## config.mk

```make
export PLATFORM = sky130hd
export DESIGN_NAME = audio_stream_ctrl
export DESIGN_NICKNAME = d
export VERILOG_FILES = /design/src/rtl/audio_stream_ctrl_pkg.sv /design/src/rtl/audio_stream_ctrl_edge_sync.sv /design/src/rtl/audio_stream_ctrl.sv
export SDC_FILE = /design/constraint.sdc
export NUM_CORES = 1
export LEC_CHECK = 0
export BUFFER_PORTS_ARGS = -buffer_cell sky130_fd_sc_hd__buf_2
export CORE_MARGIN = 2
export CORE_UTILIZATION = 50
export CTS_BUF_LIST = sky130_fd_sc_hd__clkbuf_4
export DETAILED_ROUTE_END_ITERATION = 10
export GPL_TIMING_DRIVEN = 0
export PLACE_DENSITY = 0.73
export SLEW_MARGIN = 20
export SYNTH_ARGS = -nofsm -noshare
export SYNTH_HDL_FRONTEND = slang
export SYNTH_SLANG_ARGS = --single-unit
```

## constraint.sdc

```tcl
create_clock -name clk -period 6.45 [get_ports clk]
set_input_delay 1.29 -clock clk [delete_from_list [all_inputs] [get_ports clk]]
set_output_delay 1.29 -clock clk [all_outputs]
set_load 0.05 [all_outputs]
```

## src/rtl/audio_stream_ctrl_pkg.sv

```systemverilog
// audio_stream_ctrl_pkg: sequencer states, mode encodings and LED bit positions
package audio_stream_ctrl_pkg;
  typedef enum logic [2:0] {
    IDLE, REC_WAIT, REC_WR, REC_FULL, PLAY_FETCH, PLAY_READY, PLAY_END, ABORT
  } state_t;
  localparam logic [1:0] MODE_IDLE = 2'b00;
  localparam logic [1:0] MODE_PLAY = 2'b01;
  localparam logic [1:0] MODE_REC = 2'b10;
  localparam int LED_PLAY = 0;
  localparam int LED_REC = 1;
endpackage

```

## src/rtl/audio_stream_ctrl_edge_sync.sv

```systemverilog
// audio_stream_ctrl_edge_sync: two-flop synchroniser with a registered rising-edge pulse
module audio_stream_ctrl_edge_sync (
  input  logic clk,
  input  logic reset,
  input  logic d,
  output logic p
);
  logic [2:0] s;
  // shift the strobe through two sync flops, then flag a 0->1 step as a one-cycle pulse
  always_ff @(posedge clk or negedge reset)
    if (!reset) begin
      s <= '0;
      p <= 1'b0;
    end else begin
      s <= {s[1:0], d};
      p <= s[1] & ~s[2];
    end
endmodule

```

## src/rtl/audio_stream_ctrl.sv

```systemverilog
// audio_stream_ctrl: record/playback sequencer between codec frame strobes and the RAM wrapper
module audio_stream_ctrl
  import audio_stream_ctrl_pkg::*;
#(
  parameter int SW = 16,
  parameter int CH = 2,
  parameter int AW = 26
) (
  input  logic             clk,
  input  logic             reset,
  input  logic [1:0]       mode,
  input  logic             loop_en,
  input  logic             s_end,
  input  logic             s_req,
  input  logic [CH*SW-1:0] audio_in,
  output logic [CH*SW-1:0] audio_out,
  input  logic [AW-1:0]    max_addr,
  input  logic             ram_rdy,
  output logic [AW-1:0]    ram_addr,
  output logic [SW-1:0]    ram_wdata,
  output logic             ram_we,
  output logic             ram_rd_req,
  input  logic             ram_rd_pres,
  output logic             ram_rd_ack,
  input  logic [SW-1:0]    ram_rdata,
  output logic [AW-1:0]    rec_len,
  output logic [1:0]       led,
  output logic             done,
  output logic             ovf,
  output logic             drop,
  output logic             urun
);
  localparam int CW = CH > 1 ? $clog2(CH) : 1;
  localparam logic [CW-1:0] LAST = CW'(CH - 1);
  state_t state;
  logic [1:0] ent_mode;
  logic [AW-1:0] wr_ptr, rd_ptr;
  logic [CW-1:0] c;
  logic [CH-1:0][SW-1:0] fbuf;
  logic ev_end, ev_req, word_last, fits;
  audio_stream_ctrl_edge_sync u_end (.clk(clk), .reset(reset), .d(s_end), .p(ev_end));
  audio_stream_ctrl_edge_sync u_req (.clk(clk), .reset(reset), .d(s_req), .p(ev_req));
  assign word_last = c == LAST;
  assign fits = {1'b0, wr_ptr} + (AW + 1)'(CH - 1) <= {1'b0, max_addr};
  assign ram_we = state == REC_WR && ram_rdy;
  assign ram_addr = ram_rd_req ? rd_ptr : state == REC_WR ? wr_ptr : '0;
  assign ram_wdata = state == REC_WR ? fbuf[c] : '0;
  assign led[LED_PLAY] = state inside {PLAY_FETCH, PLAY_READY, PLAY_END};
  assign led[LED_REC] = state inside {REC_WAIT, REC_WR, REC_FULL};
  // sequencer: record frames word by word, fetch and present frames on request, unwind on mode change
  always_ff @(posedge clk or negedge reset)
    if (!reset) begin
      state <= IDLE;
      ent_mode <= MODE_IDLE;
      wr_ptr <= '0;
      rd_ptr <= '0;
      c <= '0;
      fbuf <= '0;
      rec_len <= '0;
      audio_out <= '0;
      ram_rd_req <= 1'b0;
      ram_rd_ack <= 1'b0;
      done <= 1'b0;
      ovf <= 1'b0;
      drop <= 1'b0;
      urun <= 1'b0;
    end else begin
      ram_rd_ack <= 1'b0;
      done <= 1'b0;
      case (state)
        IDLE: begin
          ent_mode <= mode;
          c <= '0;
          if (mode == MODE_REC) begin
            state <= REC_WAIT;
            wr_ptr <= '0;
            rec_len <= '0;
            ovf <= 1'b0;
            drop <= 1'b0;
          end else if (mode == MODE_PLAY) begin
            rd_ptr <= '0;
            urun <= 1'b0;
            state <= rec_len == '0 ? PLAY_END : PLAY_FETCH;
            done <= rec_len == '0;
          end
        end
        REC_WAIT: if (ev_end) begin
          fbuf <= audio_in;
          c <= '0;
          state <= fits ? REC_WR : REC_FULL;
          ovf <= ovf | ~fits;
        end
        REC_WR: begin
          drop <= drop | ev_end;
          if (ram_rdy) begin
            wr_ptr <= wr_ptr + 1'b1;
            c <= c + 1'b1;
            if (word_last) begin
              rec_len <= rec_len + AW'(CH);
              state <= REC_WAIT;
            end
          end
        end
        REC_FULL: ;
        PLAY_FETCH: begin
          urun <= urun | ev_req;
          if (ram_rd_req && ram_rd_pres) begin
            fbuf[c] <= ram_rdata;
            ram_rd_req <= 1'b0;
            ram_rd_ack <= 1'b1;
            rd_ptr <= rd_ptr + 1'b1;
            c <= c + 1'b1;
            if (word_last) state <= PLAY_READY;
          end else if (!ram_rd_req && !ram_rd_ack) ram_rd_req <= 1'b1;
        end
        PLAY_READY: if (ev_req) begin
          audio_out <= fbuf;
          c <= '0;
          if (rd_ptr < rec_len) state <= PLAY_FETCH;
          else if (loop_en) begin
            rd_ptr <= '0;
            state <= PLAY_FETCH;
          end else begin
            done <= 1'b1;
            state <= PLAY_END;
          end
        end
        PLAY_END: if (ev_req) audio_out <= '0;
        ABORT: if (ram_rd_pres) begin
          ram_rd_req <= 1'b0;
          ram_rd_ack <= 1'b1;
          state <= IDLE;
        end
      endcase
      if (state != IDLE && state != ABORT && mode != ent_mode) begin
        state <= ram_rd_req && !ram_rd_pres ? ABORT : IDLE;
        ram_rd_req <= ram_rd_req && !ram_rd_pres;
        ram_rd_ack <= ram_rd_req && ram_rd_pres;
      end
    end
endmodule

```

==> results.json, run 1 <==
{
  "max_freq_ghz": 0.226,
  "dieWidth_um": 148,
  "critical_path_class": "reg2out",
  "setup_violations": 0,
  "cpPeakStageDelay_ns": 0.42,
  "track_usage": 0.295,
  "cp_cell_sequence": "buf_2 > inv_1 > nor3_2 > buf_2 > buf_1 > nand2_1 > o21ai_0 > buf_2",
  "slew-limit-headroom": 0.473,
  "period_share": 0.687,
  "drt-initial-drc-count": 771,
  "final_common_cell": "buf_2",
  "antenna_found_initial": 2,
  "synth_cell_type_count": 83,
  "vias": 10100,
  "clock_sinks": 161,
  "min_path_cells": 0,
  "cts_buffer_depth": 2,
  "fillers": 1927,
  "clk_pin_slew_ns": 0.17,
  "post_cts_buffers": 0,
  "regArea_um2": 4030,
  "num_rows": 52,
  "area_growth_pct": 15.8,
  "dr.pass1.iters": 6,
  "cpMaxStageDelayCell": "buf_1",
  "ys.warnings.count": 0,
  "layout_common_cells": "212 x buf_2, 199 x nand2_1, 161 x dfrtp_1, 140 x o21ai_0, 100 x nor2_1",
  "netlist_area_um2": 10400,
  "multiInputGateArea_um2": 5770,
  "postSynthCellCount": 1245,
  "rsz0062_at_grt": "false",
  "async_flop_share": 1.00,
  "status": "finished clean",
  "clock-root-buffer": "clkbuf_4",
  "synth_edf_count": 0,
  "final-max-slew-violation-count": 0,
  "gp_congestion": 0.985,
  "port_buffers": 190,
  "p_total_mw": 4.72,
  "maxCapViolations": 0,
  "post-dp-hpwl_mm": 24.4,
  "cts_tree": "built",
  "ir_drop_mv": 0.148,
  "clk_latency_ns": 0.63,
  "h-tree-depth": 4,
  "fp.dieArea_um2": 22000,
  "design.portCount": 192,
  "p_leak_nw": 5.80,
  "cts_inserted_buffers": 17,
  "fp.dieH_um": 148,
  "critical_path.max_fanout": 10,
  "hold_viol": 0,
  "synth_nets": 1384,
  "cts_hold_buf": 0,
  "final_nets": 1594,
  "cp-end-kind": "output port",
  "drc": 0,
  "layout-drive-gt1-share": 0.202,
  "synth.yosys.seq_area_share": 0.387,
  "crit_arrival_ns": 3.14,
  "wl_per_cell_um": 18.2,
  "power.density_nw_per_um2": 392,
  "start_util": 0.513,
  "worst_slew_pin_slew_ns": 0.787,
  "worst_clock_skew_ns": 0.0226,
  "cts_resized": 0,
  "min-delay-path-class": "reg2reg",
  "cp.required_ns": 5.16,
  "r2r.worst_path.cells": 13,
  "grt_max_degree": 90,
  "antenna_left": 0,
  "grt_pass1_vias": 9674,
  "cpMostUsedCell": "buf_2",
  "fin_setup_tns_ns": 0,
  "coreArea_um2": 20300,
  "wl_mm": 31.7,
  "grt-ovfl-total": 0,
  "synth-main-ff-cell": "dfrtp_1",
  "synth.avg_cell_area_um2": 8.36,
  "grt_pass1_wl_mm": 51.2,
  "via_per_inst": 5.82,
  "start_kind": "flip-flop",
  "synth-seq-cells": 161,
  "finalCriticalPeriod_ns": 4.43
}
[routing by layer]
metal / GRT usage / vias up / part of all wire
li1: - / 4843 / -
met1: 0.411 / 4707 / 0.44
met2: 0.462 / 512 / 0.45
met3: 0.0583 / 69 / 0.087
met4: 0.0990 / 0 / 0.023
met5: 0 / - / 0
[worst max-delay path, delay by kind of cell (launching register included)]
kind	cells	cell delay [ns]
buffers and inverters	5	1.34
and+or+nand+nor	2	0.48
DFF	1	0.35
AOI/OAI and AO/OA	1	0.33
[registers in the layout, indices dropped and copies added (netlist names)]
name	flops
rec_len	25
c	1
rd_ptr	26
wr_ptr	26
u_req.s	3
u_end.p	1
u_req.p	1
done	1
u_end.s	3
urun	1
fbuf	32
state	3
ram_rd_req	1
ovf	1
ent_mode	2
ram_rd_ack	1
audio_out	32
drop	1
[area by class of cell]
class | instances | share of cell area
multi-input cells | 943 | 0.479
plain buffers | 75 | 0.0299
repair buffers | 191 | 0.0821
diodes | 2 | 0.000416
inverters | 66 | 0.0206
clock inverters | 15 | 0.0151
clock buffers | 17 | 0.0106
well taps | 270 | 0.0280
flip-flops and latches | 161 | 0.335
[metrics by stage]
stage / utilization / instances / worst slack, ns / instance area (um2) / hold slack, ns
finish: 0.593 / 1740 / 2.02 / 12000 / 0.378
global route: 0.593 / 1739 / 1.90 / 12000 / 0.381
CTS: 0.593 / 1738 / 2.11 / 12000 / 0.376
detailed placement: 0.578 / 1706 / 2.59 / 11700 / 0.339
global placement: 0.576 / 1705 / 1.56 / 11700 / 0.336
floorplan: - / 1245 / 2.75 / 10400 / 0.331
[final timing paths]
check	from	endpoint	slack, ns
min in group asynchronous	reset	rec_len[15]$_DFFE_PN0P_	0.68
setup / recovery	state[1]$_DFFE_PN0P_	ram_addr[23]	2.02
hold reg to reg	u_end.s[0]$_DFF_PN0_	u_end.s[1]$_DFF_PN0_	0.38
hold / removal	u_end.s[0]$_DFF_PN0_	u_end.s[1]$_DFF_PN0_	0.38
setup reg to reg	wr_ptr[0]$_DFFE_PN0P_	state[0]$_DFFE_PN0P_	2.62
max in group asynchronous	reset	ent_mode[0]$_DFFE_PN0P_	4.96
[synthesized netlist by cell type, drive strengths merged (2+ instances only)]
cell      n  area share
and3     33       0.020
nor2    103       0.040
mux2i    17       0.016
o21a      2      0.0014
o211ai    5      0.0049
inv      65       0.023
a32oi     2      0.0017
and2      2      0.0012
a22o      8      0.0067
ha       56       0.067
nor2b    10      0.0063
a21oi    80       0.040
nor3b     2      0.0019
or3      20       0.013
xor2      9      0.0076
dfrtp   161        0.39
or2       2      0.0012
a211o     3      0.0025
nand2   201       0.073
xnor2    38       0.032
clkbuf   36       0.013
nand4    20       0.015
a22oi     3      0.0022
a41oi    17       0.016
buf      39       0.022
a31oi    25       0.016
nand3    37       0.019
nor3     21       0.012
a211oi    7      0.0079
or4       2      0.0014
o41ai     2      0.0017
o22ai     2      0.0012
a21o      5      0.0043
o31ai    14       0.010
o211a     3      0.0029
nor4     15       0.014
o21ai   155       0.075
and4      8      0.0067
[cells by family (layout without fill, tap and decap cells)]
group / Yosys count / in the layout / synth area share
buffers and inverters: 141 / 364 / 0.0584
multiplexers: 18 / 18 / 0.0174
flip-flops: 161 / 161 / 0.387
AND/OR/NAND/NOR: 480 / 480 / 0.227
adder cells (fa/ha/maj): 56 / 56 / 0.0673
AO/OA/AOI/OAI: 341 / 341 / 0.202
other: 1 / 3 / 0.000360
XOR/XNOR: 47 / 47 / 0.0396
[power breakdown]
part	internal (mW)	switching, mW
Combinational	0.708	1.84
Clock	0.219	0.450
Sequential	1.26	0.247
Total	2.19	2.53
No activity file was read; power rests on OpenSTA's default activity.
==> inputs of run 2 (changes only) <==
--- a/config.mk
+++ b/config.mk
@@ -5,13 +5,14 @@
 export SDC_FILE = /design/constraint.sdc
 export NUM_CORES = 1
 export LEC_CHECK = 0
+export ABC_AREA = 1
 export BUFFER_PORTS_ARGS = -buffer_cell sky130_fd_sc_hd__buf_2
 export CORE_MARGIN = 2
 export CORE_UTILIZATION = 50
 export CTS_BUF_LIST = sky130_fd_sc_hd__clkbuf_4
 export DETAILED_ROUTE_END_ITERATION = 10
 export GPL_TIMING_DRIVEN = 0
-export PLACE_DENSITY = 0.73
+export PLACE_DENSITY = 0.76
 export SLEW_MARGIN = 20
 export SYNTH_ARGS = -nofsm -noshare
 export SYNTH_HDL_FRONTEND = slang
==> constraint.sdc (replaced) <==
create_clock -name clk -period 3.8 [get_ports clk]
set_input_delay 0.76 -clock clk [delete_from_list [all_inputs] [get_ports clk]]
set_output_delay 0.76 -clock clk [all_outputs]
set_load 0.05 [all_outputs]
==> run 2 against run 1 <==
Effect of this change:
- worst hold slack lost 0.32 ns
- synthesized cell count grew 13%
- largest cell class unchanged
- setup slack lost 1.8 ns
==> results.json, run 2 <==
{
  "grt-ovfl-total": 0,
  "biggestRegsByFlops": "audio_out x32, fbuf x32",
  "wl_mm": 31.2,
  "synth_top_area_share": 0.383,
  "track_usage": 0.283,
  "comb_power_share": 0.535,
  "antenna_left": 0,
  "wl_per_cell_um": 16.3,
  "fp.dieArea_um2": 22200,
  "p_seq_frac": 0.337,
  "yosys.area_share.simple": 0.268,
  "num_rows": 53,
  "synth-main-ff-cell": "dfrtp_1",
  "drc": 0,
  "maxCapViolations": 0,
  "clk_latency_ns": 0.61,
  "grt_pass1_wl_mm": 49.3,
  "synth.avg_cell_area_um2": 7.45,
  "grt_max_degree": 59,
  "dieWidth_um": 149,
  "fin_setup_tns_ns": 0,
  "status": "finished clean",
  "ys.warnings.count": 0,
  "synth_top_cell_by_area": "dfrtp_1",
  "synth_cell_type_count": 53,
  "cts_hold_buf": 0,
  "cts_inserted_buffers": 17,
  "worst_slew_pin_slew_ns": 0.849,
  "cts_resized": 0,
  "fillers": 2067,
  "vias": 10300,
  "h-tree-depth": 4,
  "postSynthCellCount": 1410,
  "fp.dieH_um": 149,
  "dp.cells": 1877,
  "yosysMostFrequentCell": "nand2_1",
  "final_nets": 1760,
  "gp_congestion": 0.926,
  "synth_area_leaders": "dfrtp_1 38%, nand2_1 11%, inv_1 7.6%",
  "period_share": 0.948,
  "post-dp-hpwl_mm": 24.6,
  "final-max-slew-violation-count": 0,
  "p_clk_frac": 0.128,
  "final_common_cell": "nand2_1",
  "rsz0062_at_grt": "false",
  "crit_arrival_ns": 2.84,
  "synth-seq-cells": 161,
  "clk_pin_slew_ns": 0.16,
  "critical_path_class": "reg2out",
  "multiInputGateArea_um2": 5460,
  "synth_nets": 1549,
  "cts_tree": "built",
  "grt_pass1_vias": 9727,
  "power.density_nw_per_um2": 677,
  "port_buffers": 190,
  "start_util": 0.505,
  "worst_clock_skew_ns": 0.0248,
  "netlist_area_um2": 10500,
  "synth_xor_xnor_area_share": 0.0392,
  "antenna_found_initial": 2,
  "synth_edf_count": 0,
  "cp-end-kind": "output port",
  "finalCriticalPeriod_ns": 3.60,
  "layout_common_cells": "308 x nand2_1, 214 x inv_1, 193 x buf_2, 161 x dfrtp_1, 122 x o21ai_0",
  "p_leak_nw": 6.30,
  "synth.yosys.seq_area_share": 0.383,
  "synth.area.mux_share": 0.0343,
  "drt-initial-drc-count": 733,
  "layout-drive-gt1-share": 0.171,
  "dr.pass1.iters": 5,
  "ir_drop_mv": 0.542,
  "swShare": 0.544,
  "start_kind": "flip-flop",
  "regArea_um2": 4030,
  "hold_viol": 0,
  "clock-root-buffer": "clkbuf_4",
  "cp.required_ns": 3.04,
  "cts_buffer_depth": 2,
  "coreArea_um2": 20800,
  "max_freq_ghz": 0.278,
  "async_flop_share": 1.00,
  "design.portCount": 192,
  "worst-r2r-setup-slack_ns": 0.25,
  "setup_violations": 0,
  "post_cts_buffers": 0,
  "synth_common_cells": "308 x nand2_1, 214 x inv_1, 161 x dfrtp_1",
  "via_per_inst": 5.41,
  "min-delay-path-class": "in2async",
  "clock_sinks": 161,
  "area_growth_pct": 15.8,
  "slew-limit-headroom": 0.434,
  "fin_cells": 1911,
  "synth-compound-area-share": 0.110,
  "p_int_mw": 3.76,
  "critical_path.max_fanout": 10,
  "p_sw_mw": 4.48,
  "synth_top_family_by_area": "simple AND/OR/NAND/NOR gates",
  "synth_adder_area_share": 0.0667
}
## run 2: cell count changes after synthesis, sizes merged, moves of 32 or more
cell   before  now
inv        65  218
nand2     201  319
nand3      37  116
xnor2      38    4
xor2        9   43
and3       33    1
## run 2: metrics by stage
step / power, mW / worst slack (ns) / utilization / cell area, um2 / hold WS (ns)
finish: 8.24 / 0.197 / 0.584 / 12200 / 0.0531
global route: 8.77 / 0.00330 / 0.584 / 12200 / 0.0344
CTS: 8.23 / 0.182 / 0.584 / 12200 / 0.0285
detailed placement: 7.17 / 0.305 / 0.570 / 11900 / 0.336
global placement: 7.07 / -0.542 / 0.567 / 11800 / 0.335
floorplan: 5.86 / 0.839 / - / 10500 / 0.331
## run 2: cell type report
class	count	area share
Inverter	219	0.0676
Buffer	46	0.0165
Multi-Input combinational cell	984	0.449
Clock inverter	15	0.0137
Antenna cell	2	0.000411
Timing Repair Buffer	192	0.0835
Tap cell	275	0.0283
Sequential cell	161	0.331
Clock buffer	17	0.0105
## run 2: path summary, 6_finish.rpt
| path | cells past startpoint | startpoint | to |
|---|---|---|---|
| worst min-delay path | 1 | reset | ram_rd_ack$_DFF_PN0_ |
| min in group clk | 1 | s_req | u_req.s[0]$_DFF_PN0_ |
| worst max register to register | 17 | wr_ptr[0]$_DFFE_PN0P_ | ovf$_DFFE_PN0P_ |
| worst max-delay path | 5 | state[0]$_DFFE_PN0P_ | ram_addr[16] |
| worst min register to register | 0 | u_end.s[0]$_DFF_PN0_ | u_end.s[1]$_DFF_PN0_ |
| max in group asynchronous | 2 | reset | audio_out[31]$_DFFE_PN0P_ |
## run 2: critical path, stage by stage (launching register included)
cell and delay (ns):
dfrtp_1 0.51, nor3_4 0.55, clkbuf_1 0.47, nand3_1 0.14, o21ai_0 0.22, buf_2 0.35
## run 2: cells by family after synthesis
family                   count (synthesis)
AO/OA/AOI/OAI                          216
XOR/XNOR                                47
adder cells (fa/ha/maj)                 56
buffers and inverters                  265
flip-flops                             161
multiplexers                            32
other                                    1
AND/OR/NAND/NOR                        632
## run 2: power by group through the flow
stage	registers, mW	logic [mW]	clock network, mW
floorplan	3.45	2.41	0
global placement	2.78	4.28	0
detailed placement	2.79	4.38	0
CTS	2.76	4.39	1.08
global route	2.85	4.77	1.15
finish	2.77	4.41	1.06
## run 2: metal layers
metal  GRT usage  vias to the layer above  share of wire  wire length, um
met1       0.376                     4882           0.42            13300
met2       0.465                      385           0.47            14800
li1            -                     5024              -                -
met3      0.0639                       55          0.080             2510
met4      0.0838                        0          0.020              620
met5           0                        -              0                0
